File: src/rtl/spi_pkg.sv
// Shared types and constants for the SPI master: FSM state encoding, SPI mode constants
// ({cpol, cpha}) and a helper that sizes the chip-select index.
package spi_pkg;

   typedef enum logic [1:0] {IDLE, SETUP, SHIFT, HOLD} spi_state_e;

   localparam logic [1:0] MODE0 = 2'b00;
   localparam logic [1:0] MODE1 = 2'b01;
   localparam logic [1:0] MODE2 = 2'b10;
   localparam logic [1:0] MODE3 = 2'b11;

   // A single-slave build still carries a 1-bit index.
   function automatic int unsigned cs_width(input int unsigned n);
      return (n > 1) ? $clog2(n) : 1;
   endfunction

endpackage

File: src/rtl/spi_master_gen2_if.sv
// Host-side request/response bus of spi_master_gen2. The host drives the master modport and
// the SPI master takes the slave modport.
interface spi_master_gen2_if #(
   parameter int unsigned DATA_W = 8,
   parameter int unsigned NUM_CS = 4,
   parameter int unsigned DIV_W  = 8
) ();
   import spi_pkg::*;

   localparam int unsigned CS_W = cs_width(NUM_CS);

   logic              start;
   logic [DATA_W-1:0] tx_data;
   logic [CS_W-1:0]   cs_sel;
   logic              cpol;
   logic              cpha;
   logic [DIV_W-1:0]  clk_div;
   logic [DATA_W-1:0] rx_data;
   logic              rx_valid;
   logic              busy;

   modport master (
      output start, tx_data, cs_sel, cpol, cpha, clk_div,
      input  rx_data, rx_valid, busy
   );

   modport slave (
      input  start, tx_data, cs_sel, cpol, cpha, clk_div,
      output rx_data, rx_valid, busy
   );

endinterface

File: src/rtl/spi_sclk_gen.sv
// Clock divider for the SPI master: a tick closes every (div+1)-cycle period while enabled,
// and within SHIFT the ticks alternate between leading and trailing sclk edge strobes.
module spi_sclk_gen #(
   parameter int unsigned DIV_W = 8
) (
   input  logic             clk,
   input  logic             rst_n,
   input  logic             en,
   input  logic             shift,
   input  logic [DIV_W-1:0] div,
   output logic             tick,
   output logic             lead,
   output logic             trail
);

   // One spare bit keeps the counter from wrapping when div is all ones.
   logic [DIV_W:0] cnt_q, cnt_d;
   logic           phase_q, phase_d;

   always_comb begin
      tick    = en && (cnt_q == {1'b0, div});
      cnt_d   = (!en || tick) ? '0 : cnt_q + {{DIV_W{1'b0}}, 1'b1};
      phase_d = shift ? (phase_q ^ tick) : 1'b0;
      lead    = tick && shift && !phase_q;
      trail   = tick && shift && phase_q;
   end

   always_ff @(posedge clk or negedge rst_n) begin
      if (!rst_n) begin
         cnt_q   <= '0;
         phase_q <= 1'b0;
      end else begin
         cnt_q   <= cnt_d;
         phase_q <= phase_d;
      end
   end

endmodule

File: src/rtl/spi_master_gen2.sv
// Single-frame SPI master, all four modes, programmable sclk divider and one-hot-low chip
// selects. Define SPI_MASTER_LOOPBACK_EN to add a loopback input that samples mosi instead of miso.
module spi_master_gen2
   import spi_pkg::*;
#(
   parameter int unsigned DATA_W = 8,
   parameter int unsigned NUM_CS = 4,
   parameter int unsigned DIV_W  = 8
) (
   input  logic              clk,
   input  logic              rst_n,
   spi_master_gen2_if.slave  bus,
   output logic              sclk,
   output logic              mosi,
   input  logic              miso,
`ifdef SPI_MASTER_LOOPBACK_EN
   input  logic              loopback,
`endif
   output logic [NUM_CS-1:0] cs_n
);

   localparam int unsigned CS_W   = cs_width(NUM_CS);
   localparam int unsigned EDGE_W = $clog2(2 * DATA_W);
   localparam logic [EDGE_W-1:0] LAST_EDGE = EDGE_W'(2 * DATA_W - 1);

   spi_state_e state_q, state_d;

   logic [DATA_W-1:0] tx_sr_q, rx_sr_q, rx_data_q;
   logic [DIV_W-1:0]  div_q;
   logic [EDGE_W-1:0] edge_q;
   logic [NUM_CS-1:0] cs_n_q;
   logic              cpha_q, sclk_q, mosi_q, rx_valid_q;
   logic              busy, accept, done, in_shift;
   logic              tick, lead, trail, sample, advance, rx_in;

   // Unmatched indices leave every select high, so out-of-range frames run unselected.
   function automatic logic [NUM_CS-1:0] cs_decode(input logic [CS_W-1:0] sel);
      cs_decode = '1;
      for (int i = 0; i < NUM_CS; i++) begin
         if (sel == CS_W'(i)) cs_decode[i] = 1'b0;
      end
   endfunction

   always_ff @(posedge clk or negedge rst_n) begin
      if (!rst_n) state_q <= IDLE;
      else        state_q <= state_d;
   end

   always_comb begin
      state_d = state_q;
      unique case (state_q)
         IDLE:    if (bus.start) state_d = SETUP;
         SETUP:   if (tick) state_d = SHIFT;
         SHIFT:   if (tick && edge_q == LAST_EDGE) state_d = HOLD;
         HOLD:    if (tick) state_d = IDLE;
         default: state_d = IDLE;
      endcase
   end

   always_comb begin
      busy     = (state_q != IDLE);
      accept   = (state_q == IDLE) && bus.start;
      in_shift = (state_q == SHIFT);
      done     = (state_q == HOLD) && tick;
   end

   spi_sclk_gen #(
      .DIV_W (DIV_W)
   ) u_sclk_gen (
      .clk   (clk),
      .rst_n (rst_n),
      .en    (busy),
      .shift (in_shift),
      .div   (div_q),
      .tick  (tick),
      .lead  (lead),
      .trail (trail)
   );

   assign sample  = cpha_q ? trail : lead;
   assign advance = cpha_q ? lead : trail;

`ifdef SPI_MASTER_LOOPBACK_EN
   assign rx_in = loopback ? mosi_q : miso;
`else
   assign rx_in = miso;
`endif

   always_ff @(posedge clk or negedge rst_n) begin
      if (!rst_n) begin
         tx_sr_q <= '0;
         mosi_q  <= 1'b0;
         cpha_q  <= 1'b0;
         div_q   <= '0;
      end else if (accept) begin
         tx_sr_q <= bus.tx_data;
         mosi_q  <= bus.tx_data[DATA_W-1];
         cpha_q  <= bus.cpha;
         div_q   <= bus.clk_div;
      end else if (advance) begin
         // cpha=1 presents the current MSB on the leading edge; cpha=0 already showed it.
         mosi_q  <= cpha_q ? tx_sr_q[DATA_W-1] : tx_sr_q[DATA_W-2];
         tx_sr_q <= tx_sr_q << 1;
      end
   end

   always_ff @(posedge clk or negedge rst_n) begin
      if (!rst_n) begin
         sclk_q <= 1'b0;
         edge_q <= '0;
      end else if (state_q == IDLE) begin
         sclk_q <= bus.cpol;
         edge_q <= '0;
      end else if (in_shift && tick) begin
         sclk_q <= ~sclk_q;
         edge_q <= edge_q + EDGE_W'(1);
      end
   end

   always_ff @(posedge clk or negedge rst_n) begin
      if (!rst_n) begin
         rx_sr_q    <= '0;
         rx_data_q  <= '0;
         rx_valid_q <= 1'b0;
         cs_n_q     <= '1;
      end else begin
         rx_valid_q <= done;
         if (accept) begin
            rx_sr_q <= '0;
            cs_n_q  <= cs_decode(bus.cs_sel);
         end else if (sample) begin
            rx_sr_q <= {rx_sr_q[DATA_W-2:0], rx_in};
         end
         if (done) begin
            rx_data_q <= rx_sr_q;
            cs_n_q    <= '1;
         end
      end
   end

   assign bus.busy     = busy;
   assign bus.rx_data  = rx_data_q;
   assign bus.rx_valid = rx_valid_q;
   assign sclk         = sclk_q;
   assign mosi         = mosi_q;
   assign cs_n         = cs_n_q;

endmodule

File: src/flat_wrapper.sv
// flat-port wrapper written by rule: the top's interface ports become plain ports
module spi_master_gen2_flat import spi_pkg::*;
#(
   parameter int unsigned DATA_W = 8,
   parameter int unsigned NUM_CS = 4,
   parameter int unsigned DIV_W  = 8
)
  (clk, rst_n, sclk, mosi, miso, cs_n, bus_start, bus_tx_data, bus_cs_sel, bus_cpol, bus_cpha, bus_clk_div, bus_rx_data, bus_rx_valid, bus_busy);
  spi_master_gen2_if #(.DATA_W(DATA_W), .NUM_CS(NUM_CS), .DIV_W(DIV_W)) bus_i ();
  input  logic clk;
  input  logic rst_n;
  output logic sclk;
  output logic mosi;
  input  logic miso;
  output logic [NUM_CS-1:0] cs_n;
  input wire logic [$bits(bus_i.start)-1:0] bus_start;
  input wire logic [$bits(bus_i.tx_data)-1:0] bus_tx_data;
  input wire logic [$bits(bus_i.cs_sel)-1:0] bus_cs_sel;
  input wire logic [$bits(bus_i.cpol)-1:0] bus_cpol;
  input wire logic [$bits(bus_i.cpha)-1:0] bus_cpha;
  input wire logic [$bits(bus_i.clk_div)-1:0] bus_clk_div;
  output wire logic [$bits(bus_i.rx_data)-1:0] bus_rx_data;
  output wire logic [$bits(bus_i.rx_valid)-1:0] bus_rx_valid;
  output wire logic [$bits(bus_i.busy)-1:0] bus_busy;
  assign bus_i.start = bus_start;
  assign bus_i.tx_data = bus_tx_data;
  assign bus_i.cs_sel = bus_cs_sel;
  assign bus_i.cpol = bus_cpol;
  assign bus_i.cpha = bus_cpha;
  assign bus_i.clk_div = bus_clk_div;
  assign bus_rx_data = bus_i.rx_data;
  assign bus_rx_valid = bus_i.rx_valid;
  assign bus_busy = bus_i.busy;
  spi_master_gen2 #(.DATA_W(DATA_W), .NUM_CS(NUM_CS), .DIV_W(DIV_W)) u_core (.clk(clk), .rst_n(rst_n), .bus(bus_i), .sclk(sclk), .mosi(mosi), .miso(miso), .cs_n(cs_n));
endmodule
File: config.mk
export PLATFORM = sky130hd
export DESIGN_NAME = spi_master_gen2_flat
export DESIGN_NICKNAME = d
export VERILOG_FILES = /design/src/rtl/spi_pkg.sv /design/src/rtl/spi_master_gen2_if.sv /design/src/rtl/spi_sclk_gen.sv /design/src/rtl/spi_master_gen2.sv /design/src/flat_wrapper.sv
export SDC_FILE = /design/constraint.sdc
export NUM_CORES = 1
export LEC_CHECK = 0
export CAP_MARGIN = 10
export CORE_MARGIN = 2
export CORE_UTILIZATION = 55
export CTS_CLUSTER_SIZE = 28
export DETAILED_ROUTE_END_ITERATION = 6
export PLACE_DENSITY_LB_ADDON = 0.2
export SLEW_MARGIN = 20
export SYNTH_ARGS = -nofsm -noshare
export SYNTH_HDL_FRONTEND = slang
export SYNTH_HIERARCHICAL = 1
export SYNTH_SLANG_ARGS = --single-unit
File: constraint.sdc
create_clock -name clk -period 5.2 [get_ports clk]
set_clock_uncertainty 0.2 [all_clocks]
set_input_delay 0.78 -clock clk [delete_from_list [all_inputs] [get_ports clk]]
set_output_delay 0.78 -clock clk [all_outputs]
set_load 0.01 [all_outputs]
* Word level (Yosys, flattened, before mapping)
Index checks and enable logic that the tools add are counted.
** Cells by class
- Add/sub/neg operators :: 2
- Equal/unequal tests :: 12
- Mux-type cells :: 26
- Bitwise logic cells :: 2
- Reduce and logical (&&, ||, !) cells :: 18
** Operators with widths (count)
- 2-to-1 mux 8 bit :: 4
- 2-to-1 mux 4 bit :: 4
- 2-to-1 mux 1 bit :: 12
- nonzero test 2 bit :: 5
- adder 9 x 1 -> 9 bit, second input constant :: 1
- == test 9 x 8 -> 1 bit :: 1
- 2-to-1 mux 9 bit :: 1
- == test 2 bit, second input constant :: 4
- 2-to-1 mux 2 bit :: 4
- one-hot mux 2 bit (4 select lines) :: 1
- logical AND 1 bit :: 7
- adder 4 x 1 -> 4 bit, second input constant :: 1
- == test 2 x 1 -> 1 bit, second input constant :: 2
- == test 4 bit, second input constant :: 1
- zero test 2 bit :: 2
- inequality test 2 x 1 -> 1 bit, second input constant :: 2
- inequality test 2 bit, second input constant :: 2
- AND reduction 4 bit :: 1
- zero test 1 bit :: 2
- logical OR 1 bit :: 1
- NOT 1 bit :: 1
- XOR 1 bit :: 1
** Word-level totals
- Flip-flop bits (word level) :: 56
- Input port bits :: 24
- Output and inout port bits :: 16
- Logic and storage cells :: 73

* Depth between registers and ports, before layout
- Word-level depth :: 7
- Gate-level depth with buffers :: 11
- Gate-level depth less buffers :: 9

* Hierarchy
Netlist, hierarchy kept.
** By module, submodules not included
- spi_master_gen2 :: times used 1, cells each 194, area each 2093.3 um2, seq. area each 1156.1 um2
- spi_sclk_gen :: times used 1, cells each 59, area each 590.6 um2, seq. area each 250.2 um2

* Least setup slack after synthesis
No wires, ideal clock.
- Path kind :: register to register
- Start :: register u_core.state_q[0]
- End :: register u_core.tx_sr_q[1]
- Setup time :: 0.128 ns
- Data arrival time :: 2.494 ns
- Data required time :: 4.872 ns
- Setup slack :: 2.378 ns
- Cell stages (with the launch flop) :: 11
- Path buffers :: 1
- Clock period less this slack :: 2.822 ns
- Cells stage by stage :: dfrtp_1 inv_1 ha_1 buf_2 inv_1 nor3b_1 or4b_4 nor2_1 mux2i_1 nand2_2 mux2_1
** Between the ends
- Word-level cells in the longest chain between the ends :: 6
- Elaborated cells on any way between the ends :: 11
- Classes of those cells :: 1 x eq/ne; 2 x mux; 8 x reduce/logical
** Ends and longest elaborated chain
- from (decl) :: line spi_master_gen2.sv:26 : spi_state_e state_q, state_d;
- from (signal assigned) :: line spi_master_gen2.sv:46 : else state_q <= state_d;
- nonzero test 2 bit :: line spi_master_gen2.sv:61 : busy = (state_q != IDLE);
- via bus_busy :: line flat_wrapper.sv:24 : output wire logic [$bits(bus_i.busy)-1:0] bus_busy;
- logical AND 1 bit :: line spi_sclk_gen.sv:21 : tick = en && (cnt_q == {1'b0, div});
- logical AND 1 bit (2 in a row) :: line spi_sclk_gen.sv:24 : lead = tick && shift && !phase_q;
- via u_core.lead :: line spi_master_gen2.sv:34 : logic tick, lead, trail, sample, advance, rx_in;
- 2-to-1 mux 1 bit :: line spi_master_gen2.sv:81 : assign advance = cpha_q ? lead : trail;
- nonzero test 2 bit (no source line)
- to (signal assigned) :: line spi_master_gen2.sv:96 : tx_sr_q <= bus.tx_data;
- to (signal assigned) :: line spi_master_gen2.sv:103 : tx_sr_q <= tx_sr_q << 1;
- to (decl) :: line spi_master_gen2.sv:28 : logic [DATA_W-1:0] tx_sr_q, rx_sr_q, rx_data_q;
The timed path passes the listed nets, and every way through them passes these cells.
A chain may end at the register's enable or synchronous reset.

* Worst setup path after layout
- Start :: register u_core.state_q[0]
- End :: register u_core.tx_sr_q[3]
** Between the ends
- Word-level cells in the longest chain between the ends :: 6
- Elaborated cells on any way between the ends :: 11
- Classes of those cells :: 1 x eq/ne; 2 x mux; 8 x reduce/logical
** Ends and longest elaborated chain (line)
- nonzero test 2 bit :: spi_master_gen2.sv:61
- logical AND 1 bit :: spi_sclk_gen.sv:21
- logical AND 1 bit * (2 in a row) :: spi_sclk_gen.sv:24
- via u_core.lead :: spi_master_gen2.sv:34
- 2-to-1 mux 1 bit * :: spi_master_gen2.sv:81
- nonzero test 2 bit (no source line) *
Mark *: on every way through the listed nets, which the timed path passes. The rest lies on a longest branch.

==> flow_summary_export.csv <==
group,metric,value,unit
outcome,status,"finished, final reports clean",
pwr,peakVddDrop,242,uV
synthesis,synth_top_area_share,0.485,
cts,clkTransAtPathRegs,0.10,ns
sta,finalCriticalPeriod,3.04,ns
die,die-area,0.00545,mm^2
sta,fin_tns_setup,0,ns
cts,root_buffer,"clkbuf_8",
grt,grt.total_usage,0.195,
sta,slew_violations,0,
detailed_routing,met2_length,2250,um
setup_path,worst-path-buf-inv,2,
cts,cts-htree-levels,2,
final_layout,finalNonFillerCells,359,
cts,clk_latency,0.31,ns
pwr,power.leakage,1.47,nW
cts,cts.path.max_buffers,2,
detailed_routing,drcViolationCount,0,
synthesis,syn-cell-area,0.00268,mm^2
final_layout,nFillCells,371,
setup_path,startpoint_type,"register",
cts,post-cts-setup-buffers,0,
synthesis,syn_inst,253,
setup_path,critical_path.max_fanout,12,
detailed_routing,firstDrtPassIters,4,
cts,clock_sinks,56,
cts,ctsResizeCount,0,
synthesis,syn_avg_cell_area,10.6,um^2
detailed_routing,vias_per_cell,5.22,
setup_path,worst_path_largest_cell_delay,0.50,ns
detailed_routing,vias,1873,
cts,cts_tree,"built",
setup_path,crit_type,"register to register",
die,die_w,73.9,um
synthesis,async_reset_ff_frac,1.00,
grt,grt_pass1_wl,8120,um
sta,hold_viol_final,0,
die,io_pins,40,
synthesis,synth_nets,284,
synthesis,seq_area_frac_synth,0.524,
cts,cts-hold-fix-buffers,0,
sta,setup_viol,0,
grt,gr-total-overflow,0,
detailed_routing,wl_met1,2190,um
detailed_routing,top_layer,"met4",
sta,slew_headroom,0.453,
grt,antenna_found_initial,0,
setup_path,path_common_cell,"inv_1",
synthesis,synth_ff_type,"dfrtp_1",
synthesis,synth-seq-cells,56,
final_layout,drive_gt1_frac,0.110,
sta,fin_crit_sh,0.584,
placed_design,dp_hpwl,3330,um
grt,grt_pass1_vias,1790,
synthesis,ys_warn_count,6,
synthesis,synth_edf_count,0,
setup_path,rrSetupSlack,2.16,ns
placed_design,portBuffers,39,
synthesis,synth_top_area_cell,"dfrtp_1",
sta,fmax,329,MHz
final_layout,fin_nets,322,
pwr,power.density,458,mW/mm^2
die,die_y,73.9,um
die,initial_utilization,0.568,
detailed_routing,drt_iter0_markers,157,
placed_design,place_inst,351,
synthesis,yosys-top-cells-area,"dfrtp_1 (48%), nand2_1 (6.6%), mux2_4 (4.5%), dfstp_2 (3.9%), ha_1 (3.3%)",
die,rows,25,
run,cap_violations,0,
setup_path,crit_slowest_cell,"or4b_4",
final_layout,area_growth,19.3,%
synthesis,synth.distinct_cells,39,
grt,grt_max_degree,57,
setup_path,endpoint_kind,"register",
cts,cts_buffers,5,
setup_path,worstPathArrival,3.04,ns
final_layout,diodes,0,
setup_path,critical-path-top-delay-family,"simple AND/OR/NAND/NOR gates",
detailed_routing,antenna_left,0,
detailed_routing,post_drt_wl_per_cell,13.1,um
setup_path,path_cells,"inv_1 -> ha_1 -> inv_1 -> nor3b_1 -> or4b_4 -> nor2_1 -> mux2i_1 -> nand2_2 -> mux2_1",
sta,holdWs,0.284,ns
setup_path,cp.required,5.21,ns
detailed_routing,totalWireLength,4710,um
detailed_routing,met3_wirelength,193,um
placed_design,gp_routability_congestion,0.827,
min_path,hp-class,"register to register",
die,coreArea,0.00472,mm^2
sta,worst_pin_slew,0.805,ns
sta,rsz0062_at_grt,"false",
## sequential cells by signal, indices dropped and copies added (netlist names)
| signal | cells |
|---|---|
| u_core/state_q | 2 |
| u_core/rx_sr_q | 8 |
| u_core/u_sclk_gen/cnt_q | 9 |
| u_core/bus.rx_data | 8 |
| u_core/cs_n | 4 |
| u_core/u_sclk_gen/phase_q | 1 |
| u_core/tx_sr_q | 8 |
| u_core/mosi | 1 |
| u_core/div_q | 8 |
| u_core/sclk | 1 |
| u_core/bus.rx_valid | 1 |
| u_core/cpha_q | 1 |
| u_core/edge_q | 4 |
## kinds of logic after synthesis
logic type | Yosys count | share of synthesized area
multiplexers | 21 | 0.0988
AND/OR/NAND/NOR | 96 | 0.165
adder cells (fa/ha/maj) | 7 | 0.0326
AO/OA/AOI/OAI | 31 | 0.0849
XOR/XNOR | 17 | 0.0555
flip-flops | 56 | 0.524
buffers and inverters | 25 | 0.0396
## per-layer routing
metal  vias to the layer above  track usage
met2                        43        0.324
met1                       896        0.248
met3                         8       0.0453
met5                         -            0
met4                         0       0.0727
li1                        926            -
## tightest hold or removal path, delay by kind of cell, from the launching register on
family	cells	cell delay [ns]
DFF	1	0.35
AOI/OAI and AO/OA	1	0.06
and+or+nand+nor	1	0.04
## path summary, 6_finish.rpt
kind / startpoint / to / cells past startpoint
min in group asynchronous: rst_n / u_core/bus.rx_data[2] / 2
worst max-delay path: u_core/state_q[0] / u_core/tx_sr_q[3] / 9
worst max register to register: u_core/state_q[0] / u_core/tx_sr_q[3] / 9
max in group asynchronous: rst_n / u_core/div_q[0] / 2
worst min register to register: u_core/bus.rx_data[6] / u_core/bus.rx_data[6] / 2
worst min-delay path: u_core/bus.rx_data[6] / u_core/bus.rx_data[6] / 2
## metrics by stage
step | utilization | area, um^2 | total power [W] | worst slack, ns
6_report | 0.678 | 3200 | 0.00147 | 2.16
5_1_grt | 0.678 | 3200 | 0.00157 | 1.96
4_1_cts | 0.678 | 3200 | 0.00148 | 2.16
3_5_place_dp | 0.659 | 3110 | 0.00124 | 2.17
3_3_place_gp | 0.659 | 3110 | 0.00122 | 2.30
2_1_floorplan | - | 2680 | 0.00106 | 2.38
## report_power, final
part	internal (W)	leakage, nW	switching, W
Sequential	0.000564	0.731	0.0000919
Combinational	0.000291	0.690	0.000287
Clock	0.0000942	0.0479	0.000139
## cells in the mapped netlist, drive strengths merged, types with 2 or more instances
| cell type | instances |
|---|---|
| mux2i | 4 |
| nand2 | 48 |
| inv | 16 |
| xnor2 | 8 |
| clkbuf | 4 |
| nor3 | 2 |
| nand3 | 16 |
| a21oi | 2 |
| mux2 | 17 |
| dfrtp | 52 |
| o31ai | 8 |
| nor3b | 3 |
| o21ai | 14 |
| and4 | 2 |
| nand4 | 3 |
| buf | 5 |
| nor2 | 15 |
| ha | 7 |
| xor2 | 9 |
| dfstp | 4 |
## layout by cell type (no fill, tap or decap), drive strengths merged
cell type	Yosys	layout
a21oi	2	2
clkinv	0	3
xor2	9	9
mux2i	4	4
a21o	1	1
clkbuf	4	5
o41ai	1	1
or4b	1	1
xnor2	8	8
nor4	1	1
inv	16	16
nand4	3	3
dfstp	4	4
nand3	16	16
nor2b	1	1
a211o	1	1
mux2	17	17
nand2	48	48
o21ba	1	1
a221oi	1	1
o31ai	8	8
or3	1	1
o32a	1	1
o21ai	14	14
ha	7	7
dfrtp	52	52
buf	5	2
nor3	2	2
nor3b	3	3
or2	1	1
and4	2	2
and2	1	1
nand2b	1	1
nor2	15	15
o311ai	1	1
clkdlybuf4s50	0	38
## cell type report
type / instances / area (um^2) / share of cell area
inverters: 16 / 60.1 / 0.0188
flip-flops and latches: 56 / 1410 / 0.439
clock buffers: 5 / 68.8 / 0.0215
well taps: 67 / 83.8 / 0.0262
clock inverters: 3 / 18.8 / 0.00586
multi-input cells: 172 / 1170 / 0.366
repair buffers: 40 / 393 / 0.123
Power figures use the tool's default switching activity.
